File: src/rtl/blackparrot_fpga_host_write_to_fifo_pkg.sv
// Shared AXI-Lite response codes and channel widths for the host-side write path.
package blackparrot_fpga_host_write_to_fifo_pkg;

  localparam int unsigned axi_prot_width_gp = 3;
  localparam int unsigned axi_resp_width_gp = 2;

  typedef enum logic [axi_resp_width_gp-1:0] {
    e_axi_resp_okay   = 2'b00,
    e_axi_resp_exokay = 2'b01,
    e_axi_resp_slverr = 2'b10,
    e_axi_resp_decerr = 2'b11
  } axi_resp_e;

endpackage

File: src/rtl/blackparrot_fpga_host_csr_decode.sv
// Matches an address against the CSR table; lowest matching index wins.
module blackparrot_fpga_host_csr_decode #(
  parameter int unsigned ELS_P        = 1,
  parameter int unsigned ADDR_WIDTH_P = 64,
  parameter logic [ELS_P-1:0][ADDR_WIDTH_P-1:0] csr_addr_p = '0
) (
  input  logic                    v,
  input  logic [ADDR_WIDTH_P-1:0] addr,
  output logic [ELS_P-1:0]        grant,
  output logic                    invalid
);

  logic [ELS_P-1:0] sel;

  always_comb begin
    sel = '0;
    for (int i = 0; i < int'(ELS_P); i++) begin
      sel[i] = (addr == csr_addr_p[i]);
    end
  end

  // Isolate the lowest set bit so the grant stays one-hot even with duplicate table entries.
  assign grant   = sel & (~sel + ELS_P'(1));
  assign invalid = v & ~|sel;

endmodule

File: src/rtl/blackparrot_fpga_host_write_to_fifo.sv
// AXI-Lite write slave: buffers AW/W, decodes the address and pushes data into the
// selected outbound FIFO interface, returning one OKAY response per write.
module blackparrot_fpga_host_write_to_fifo
  import blackparrot_fpga_host_write_to_fifo_pkg::*;
#(
  parameter int unsigned S_AXIL_ADDR_WIDTH = 64,
  parameter int unsigned S_AXIL_DATA_WIDTH = 32,
  parameter int unsigned CSR_ELS_P         = 1,
  parameter logic [CSR_ELS_P-1:0][S_AXIL_ADDR_WIDTH-1:0] csr_addr_p = '0
) (
  input  logic                                         clk_i,
  input  logic                                         reset_i,

  input  logic [S_AXIL_ADDR_WIDTH-1:0]                 s_axil_awaddr,
  input  logic                                         s_axil_awvalid,
  output logic                                         s_axil_awready,
  input  logic [axi_prot_width_gp-1:0]                 s_axil_awprot,

  input  logic [S_AXIL_DATA_WIDTH-1:0]                 s_axil_wdata,
  input  logic [S_AXIL_DATA_WIDTH/8-1:0]               s_axil_wstrb,
  input  logic                                         s_axil_wvalid,
  output logic                                         s_axil_wready,

  output logic [axi_resp_width_gp-1:0]                 s_axil_bresp,
  output logic                                         s_axil_bvalid,
  input  logic                                         s_axil_bready,

  output logic [CSR_ELS_P-1:0]                         fifo_v_o,
  input  logic [CSR_ELS_P-1:0]                         fifo_ready_i,
  output logic [CSR_ELS_P-1:0][S_AXIL_DATA_WIDTH-1:0]  fifo_data_o
);

  logic                         aw_v, aw_full, aw_enq, aw_wp, aw_rp;
  logic [1:0]                   aw_cnt;
  logic [S_AXIL_ADDR_WIDTH-1:0] aw_mem [2];
  logic [S_AXIL_ADDR_WIDTH-1:0] aw_addr;

  logic                         w_v, w_full, w_enq, w_wp, w_rp;
  logic [1:0]                   w_cnt;
  logic [S_AXIL_DATA_WIDTH-1:0] w_mem [2];
  logic [S_AXIL_DATA_WIDTH-1:0] w_data;

  logic [CSR_ELS_P-1:0]         grant;
  logic                         invalid, b_free, commit, bvalid_r;

  // Protection bits and byte strobes carry no meaning for full-word CSR pushes.
  logic unused_inputs;
  assign unused_inputs = ^{s_axil_awprot, s_axil_wstrb};

  // Two-entry AW buffer
  assign aw_v           = (aw_cnt != 2'd0);
  assign aw_full        = (aw_cnt == 2'd2);
  assign s_axil_awready = ~aw_full & ~reset_i;
  assign aw_enq         = s_axil_awvalid & s_axil_awready;
  assign aw_addr        = aw_mem[aw_rp];

  always_ff @(posedge clk_i) begin
    if (reset_i) begin
      aw_cnt <= 2'd0;
      aw_wp  <= 1'b0;
      aw_rp  <= 1'b0;
    end else begin
      if (aw_enq) aw_wp <= ~aw_wp;
      if (commit) aw_rp <= ~aw_rp;
      aw_cnt <= aw_cnt + 2'(aw_enq) - 2'(commit);
    end
  end

  always_ff @(posedge clk_i) begin
    if (aw_enq) aw_mem[aw_wp] <= s_axil_awaddr;
  end

  // Two-entry W buffer
  assign w_v           = (w_cnt != 2'd0);
  assign w_full        = (w_cnt == 2'd2);
  assign s_axil_wready = ~w_full & ~reset_i;
  assign w_enq         = s_axil_wvalid & s_axil_wready;
  assign w_data        = w_mem[w_rp];

  always_ff @(posedge clk_i) begin
    if (reset_i) begin
      w_cnt <= 2'd0;
      w_wp  <= 1'b0;
      w_rp  <= 1'b0;
    end else begin
      if (w_enq)  w_wp <= ~w_wp;
      if (commit) w_rp <= ~w_rp;
      w_cnt <= w_cnt + 2'(w_enq) - 2'(commit);
    end
  end

  always_ff @(posedge clk_i) begin
    if (w_enq) w_mem[w_wp] <= s_axil_wdata;
  end

  blackparrot_fpga_host_csr_decode #(
    .ELS_P        (CSR_ELS_P),
    .ADDR_WIDTH_P (S_AXIL_ADDR_WIDTH),
    .csr_addr_p   (csr_addr_p)
  ) decode (
    .v       (aw_v),
    .addr    (aw_addr),
    .grant   (grant),
    .invalid (invalid)
  );

  // A write may only retire when its response can land in the single B slot.
  assign b_free      = ~bvalid_r | s_axil_bready;
  assign fifo_v_o    = {CSR_ELS_P{aw_v & w_v & b_free}} & grant;
  assign fifo_data_o = {CSR_ELS_P{w_data}};
  assign commit      = aw_v & w_v & b_free & (invalid | (|(grant & fifo_ready_i)));

  always_ff @(posedge clk_i) begin
    if (reset_i)            bvalid_r <= 1'b0;
    else if (commit)        bvalid_r <= 1'b1;
    else if (s_axil_bready) bvalid_r <= 1'b0;
  end

  assign s_axil_bvalid = bvalid_r;
  assign s_axil_bresp  = e_axi_resp_okay;

endmodule

File: config.mk
export PLATFORM = sky130hd
export DESIGN_NAME = blackparrot_fpga_host_write_to_fifo
export DESIGN_NICKNAME = d
export VERILOG_FILES = /design/src/rtl/blackparrot_fpga_host_write_to_fifo_pkg.sv /design/src/rtl/blackparrot_fpga_host_csr_decode.sv /design/src/rtl/blackparrot_fpga_host_write_to_fifo.sv
export SDC_FILE = /design/constraint.sdc
export NUM_CORES = 1
export LEC_CHECK = 0
export ABC_AREA = 0
export CAP_MARGIN = 5
export CORE_ASPECT_RATIO = 0.5
export CORE_UTILIZATION = 50
export CTS_CLUSTER_SIZE = 25
export DETAILED_ROUTE_END_ITERATION = 16
export GPL_ROUTABILITY_DRIVEN = 0
export PLACE_DENSITY_LB_ADDON = 0.08
export SKIP_LAST_GASP = 1
export SLEW_MARGIN = 20
export SYNTH_ARGS = -nofsm -noshare
export SYNTH_HDL_FRONTEND = slang
export SYNTH_HIERARCHICAL = 1
export SYNTH_SLANG_ARGS = --single-unit
File: constraint.sdc
create_clock -name clk_i -period 13.7 [get_ports clk_i]
set_input_delay 1.37 -clock clk_i [delete_from_list [all_inputs] [get_ports clk_i]]
set_output_delay 1.37 -clock clk_i [all_outputs]
set_load 0.03 [all_outputs]
==> metrics.md <==
| Metric | Value |
|---|---|
| Post-cts resize count | 0 |
| Peak VDD IR | 0.112 mV |
| R2r endpoint | w_cnt[1]$_SDFF_PP0_ |
| H-tree levels | 1 |
| Internal power | 1070 uW |
| Net Sw Frac | 21.0% |
| IO Pins | 147 |
| Vias | 3858 |
| Post-synth EDFFs | 192 |
| Synth Cell Area | 7670 sq um |
| Cell variety after synth | 32 |
| Clk network pwr share | 36.7% |
| Clock latency on the worst-skew pair | 0.48 ns |
| Clock sinks | 203 |
| Crit path DAT | 3.86 ns |
| DRT antenna net count | 0 |
| CP required | 12.33 ns |
| Sw Pwr | 286 uW |
| CP Cell Sequence | buf_4, mux2_2, nor4_1, nand4_1, nor4_2, inv_1, nor2_1, clkdlybuf4s50_1 |
| Ys async rst share | 0% |
| CTS buffer count | 19 |
| Synth top area cells | edfxtp_1 (75%), mux2_2 (15%), dfxtp_1 (2.9%) |
| Slew HR | 39.9% |
| Largest net degree at the start of global routing | 66 |
| Max Fanout on Critical Path | 64 |
| Combinational share of power | 10.3% |
| Antenna cells | 0 |
| Tmin final | 5.23 ns |
| Main synth FF type | edfxtp_1 |
| IO buf count | 137 |
| Pwr/cell area | 138 nW/um^2 |
| CP Capture Type | primary output |
| Hold path cells | 2 |
| Worst path slowest cell | clkdlybuf4s50_1 |
| Pleak | 0.00322 uW |
| Total congestion overflow | 0 |
| GRT Resource Usage Total | 16.1% |
| Critical path type | reg2out |
| CTS Buffer Depth | 3 |
| Synth Register Bits | 203 |
| CTS root buf | clkbuf_16 |
| Peak Freq | 0.191 GHz |
| DIE AREA | 15900 sq um |
| R2R cell count | 11 |
| DRT iter0 DRCs | 219 |
| Post-synth top area cell | edfxtp_1 |
| CTS tree | built |
| Synth Instances | 388 |
| Core Area | 14700 sq um |
| # Max-Cap Violations | 0 |
| Tightest Pin Transition | 0.902 ns |
| Post-CTS Setup Repair Bufs | 0 |
| Synthesized area per cell | 19.8 sq um |
| Worst R2R Setup Slack | 9.18 ns |
| DP HPWL | 7770 microns |
| Number of nets in the layout | 649 |
| Drt via density | 5.16 |
| Routed len/inst | 16.9 microns |
| Initial antenna violation count | 0 |
| Fillers | 1020 |
| Wire length of the first global-routing pass | 19500 microns |
| Synth warnings | 6 |
| Yosys top cell area share | 75.1% |
| Flop pwr share | 53.0% |
| RSZ-0062 raised after global routing | no |
| Vias in the first global route | 3834 |
| Pwr Total | 1360 uW |
| Critical Path Start Type | register |
| Tcrit/Tclk final | 38.2% |
| Seq/Total Area, Yosys | 78.0% |
| Routed wire length | 12700 microns |
| Crit path max-delay family | buffers and inverters |
| Residual DRC | 0 |
| Reg clk slew, reported paths | 0.06 ns |
| Die W | 177 microns |
| Die height | 89.6 microns |
| Proportion of layout cells with a drive suffix above 1 | 26.0% |
| WHS Endpoint | aw_cnt[1]$_SDFF_PP0_ |
| Final Slew Violations | 0 |
| Hold path startpoint | aw_cnt[1]$_SDFF_PP0_ |
| Final setup skew | 0.0198 ns |
| CP bufs+invs | 3 |
| Initial core utilization | 52.1% |
| Critical path's largest stage delay | 0.68 ns |
| Setup TNS | 0 ns |
| Status | finished clean |
| HP Class | reg2reg |
| Hold Fails Final Rpt | 0 |
| Fin Hold WS | 0.565 ns |
| Final setup viols | 0 |
| Drt pass-1 iters | 4 |
| Syn-to-layout area delta | 28.6% |
| Rows | 31 |
| Hold buffer count at cts | 0 |
cell type report:
type                       count  area (sq um)  area share, %
clock buffer                  26           532           5.39
clock inverter                 6          56.3          0.570
inverter                       4          15.0          0.152
multi-input combinational    167          1620           16.4
sequential                   203          5990           60.7
tap                          198           248           2.51
timing repair buffer         143          1420           14.3
worst max-delay path by stage:
stage	cells past startpoint	end	slack, ns
after floorplan	3	aw_wp$_SDFFE_PP0P_	5.11
after global placement	8	fifo_v_o	8.90
after detailed placement	8	fifo_v_o	8.91
after CTS	8	fifo_v_o	8.40
after global routing	8	fifo_v_o	8.23
final	8	fifo_v_o	8.47
Yosys cell counts (all sizes together), types with 2 or more instances:
| cell | n |
|---|---|
| edfxtp | 192 |
| mux2 | 101 |
| nor4 | 20 |
| buf | 11 |
| dfxtp | 11 |
| nor2 | 9 |
| nor2b | 8 |
| clkbuf | 4 |
| inv | 4 |
| nand4 | 4 |
| o21ba | 3 |
| and2 | 2 |
| ha | 2 |
| nor3 | 2 |
| o31a | 2 |
| xor2 | 2 |
routing by layer:
layer	GRT usage (%)	part of all wire, %
met1	22.0	45
met2	26.1	46
met3	4.59	7.5
met4	3.61	1.6
met5	0	0
flip-flops by register name, summed over array words and instances (netlist names), named ones only:
register	flops
s_axil_bvalid	1
aw_cnt	2
w_wp	1
aw_rp	1
aw_wp	1
w_mem	64
w_rp	1
w_cnt	2
aw_mem	128
worst register-to-register path, stage by stage, from the launching register on:
cell	delay [ns]
dfxtp_2	0.31
buf_4	0.63
mux2_2	0.45
nor4_1	0.37
nand4_1	0.23
nor4_2	0.48
a21oi_1	0.24
nor4_4	0.54
xor2_1	0.19
ha_1	0.23
or4b_2	0.60
o211ai_1	0.17
cells in the final DEF, fill, tap and decap left out, types with 2 or more instances in the layout:
| cell type | instances |
|---|---|
| nor4_2 | 4 |
| nor2b_1 | 8 |
| mux2_2 | 99 |
| ha_1 | 2 |
| nand4_1 | 4 |
| nor2_1 | 8 |
| clkbuf_16 | 19 |
| o21ba_2 | 3 |
| clkbuf_1 | 4 |
| mux2_1 | 2 |
| o31a_1 | 2 |
| clkdlybuf4s50_1 | 137 |
| nor3_1 | 2 |
| clkinv_1 | 4 |
| clkbuf_8 | 3 |
| nor4_1 | 15 |
| edfxtp_1 | 192 |
| buf_4 | 6 |
| dfxtp_1 | 10 |
| xor2_1 | 2 |
| conb_1 | 2 |
| inv_1 | 4 |
power groups by stage:
stage | clock network (uW) | logic, uW | registers, uW
after floorplan | 0 | 76.5 | 734
after global placement | 0 | 139 | 732
after detailed placement | 0 | 141 | 734
after CTS | 515 | 142 | 720
after global routing | 541 | 151 | 722
final | 499 | 140 | 720
cells by family (layout without fill, tap and decap cells):
| kind of cell | after synthesis | in the layout | synth area share [%] |
|---|---|---|---|
| flip-flops | 203 | 203 | 78.0 |
| multiplexers | 101 | 101 | 14.8 |
| other | 1 | 2 | 0.0489 |
| adder cells (fa/ha/maj) | 2 | 2 | 0.326 |
| buffers and inverters | 19 | 179 | 1.17 |
| AO/OA/AOI/OAI | 10 | 10 | 1.11 |
| AND/OR/NAND/NOR | 50 | 50 | 4.30 |
| XOR/XNOR | 2 | 2 | 0.228 |
per-stage QoR:
stage          instances  util, %  cell area (sq um)  worst slack (ns)
6_report             747     67.0               9870              8.47
5_1_grt              747     67.0               9870              8.23
4_1_cts              747     67.0               9870              8.40
3_5_place_dp         715     63.0               9280              8.91
3_3_place_gp         715     63.0               9280              8.90
2_1_floorplan        389        -               7680              5.11
Note: power is estimated with default switching activity, not from simulation.
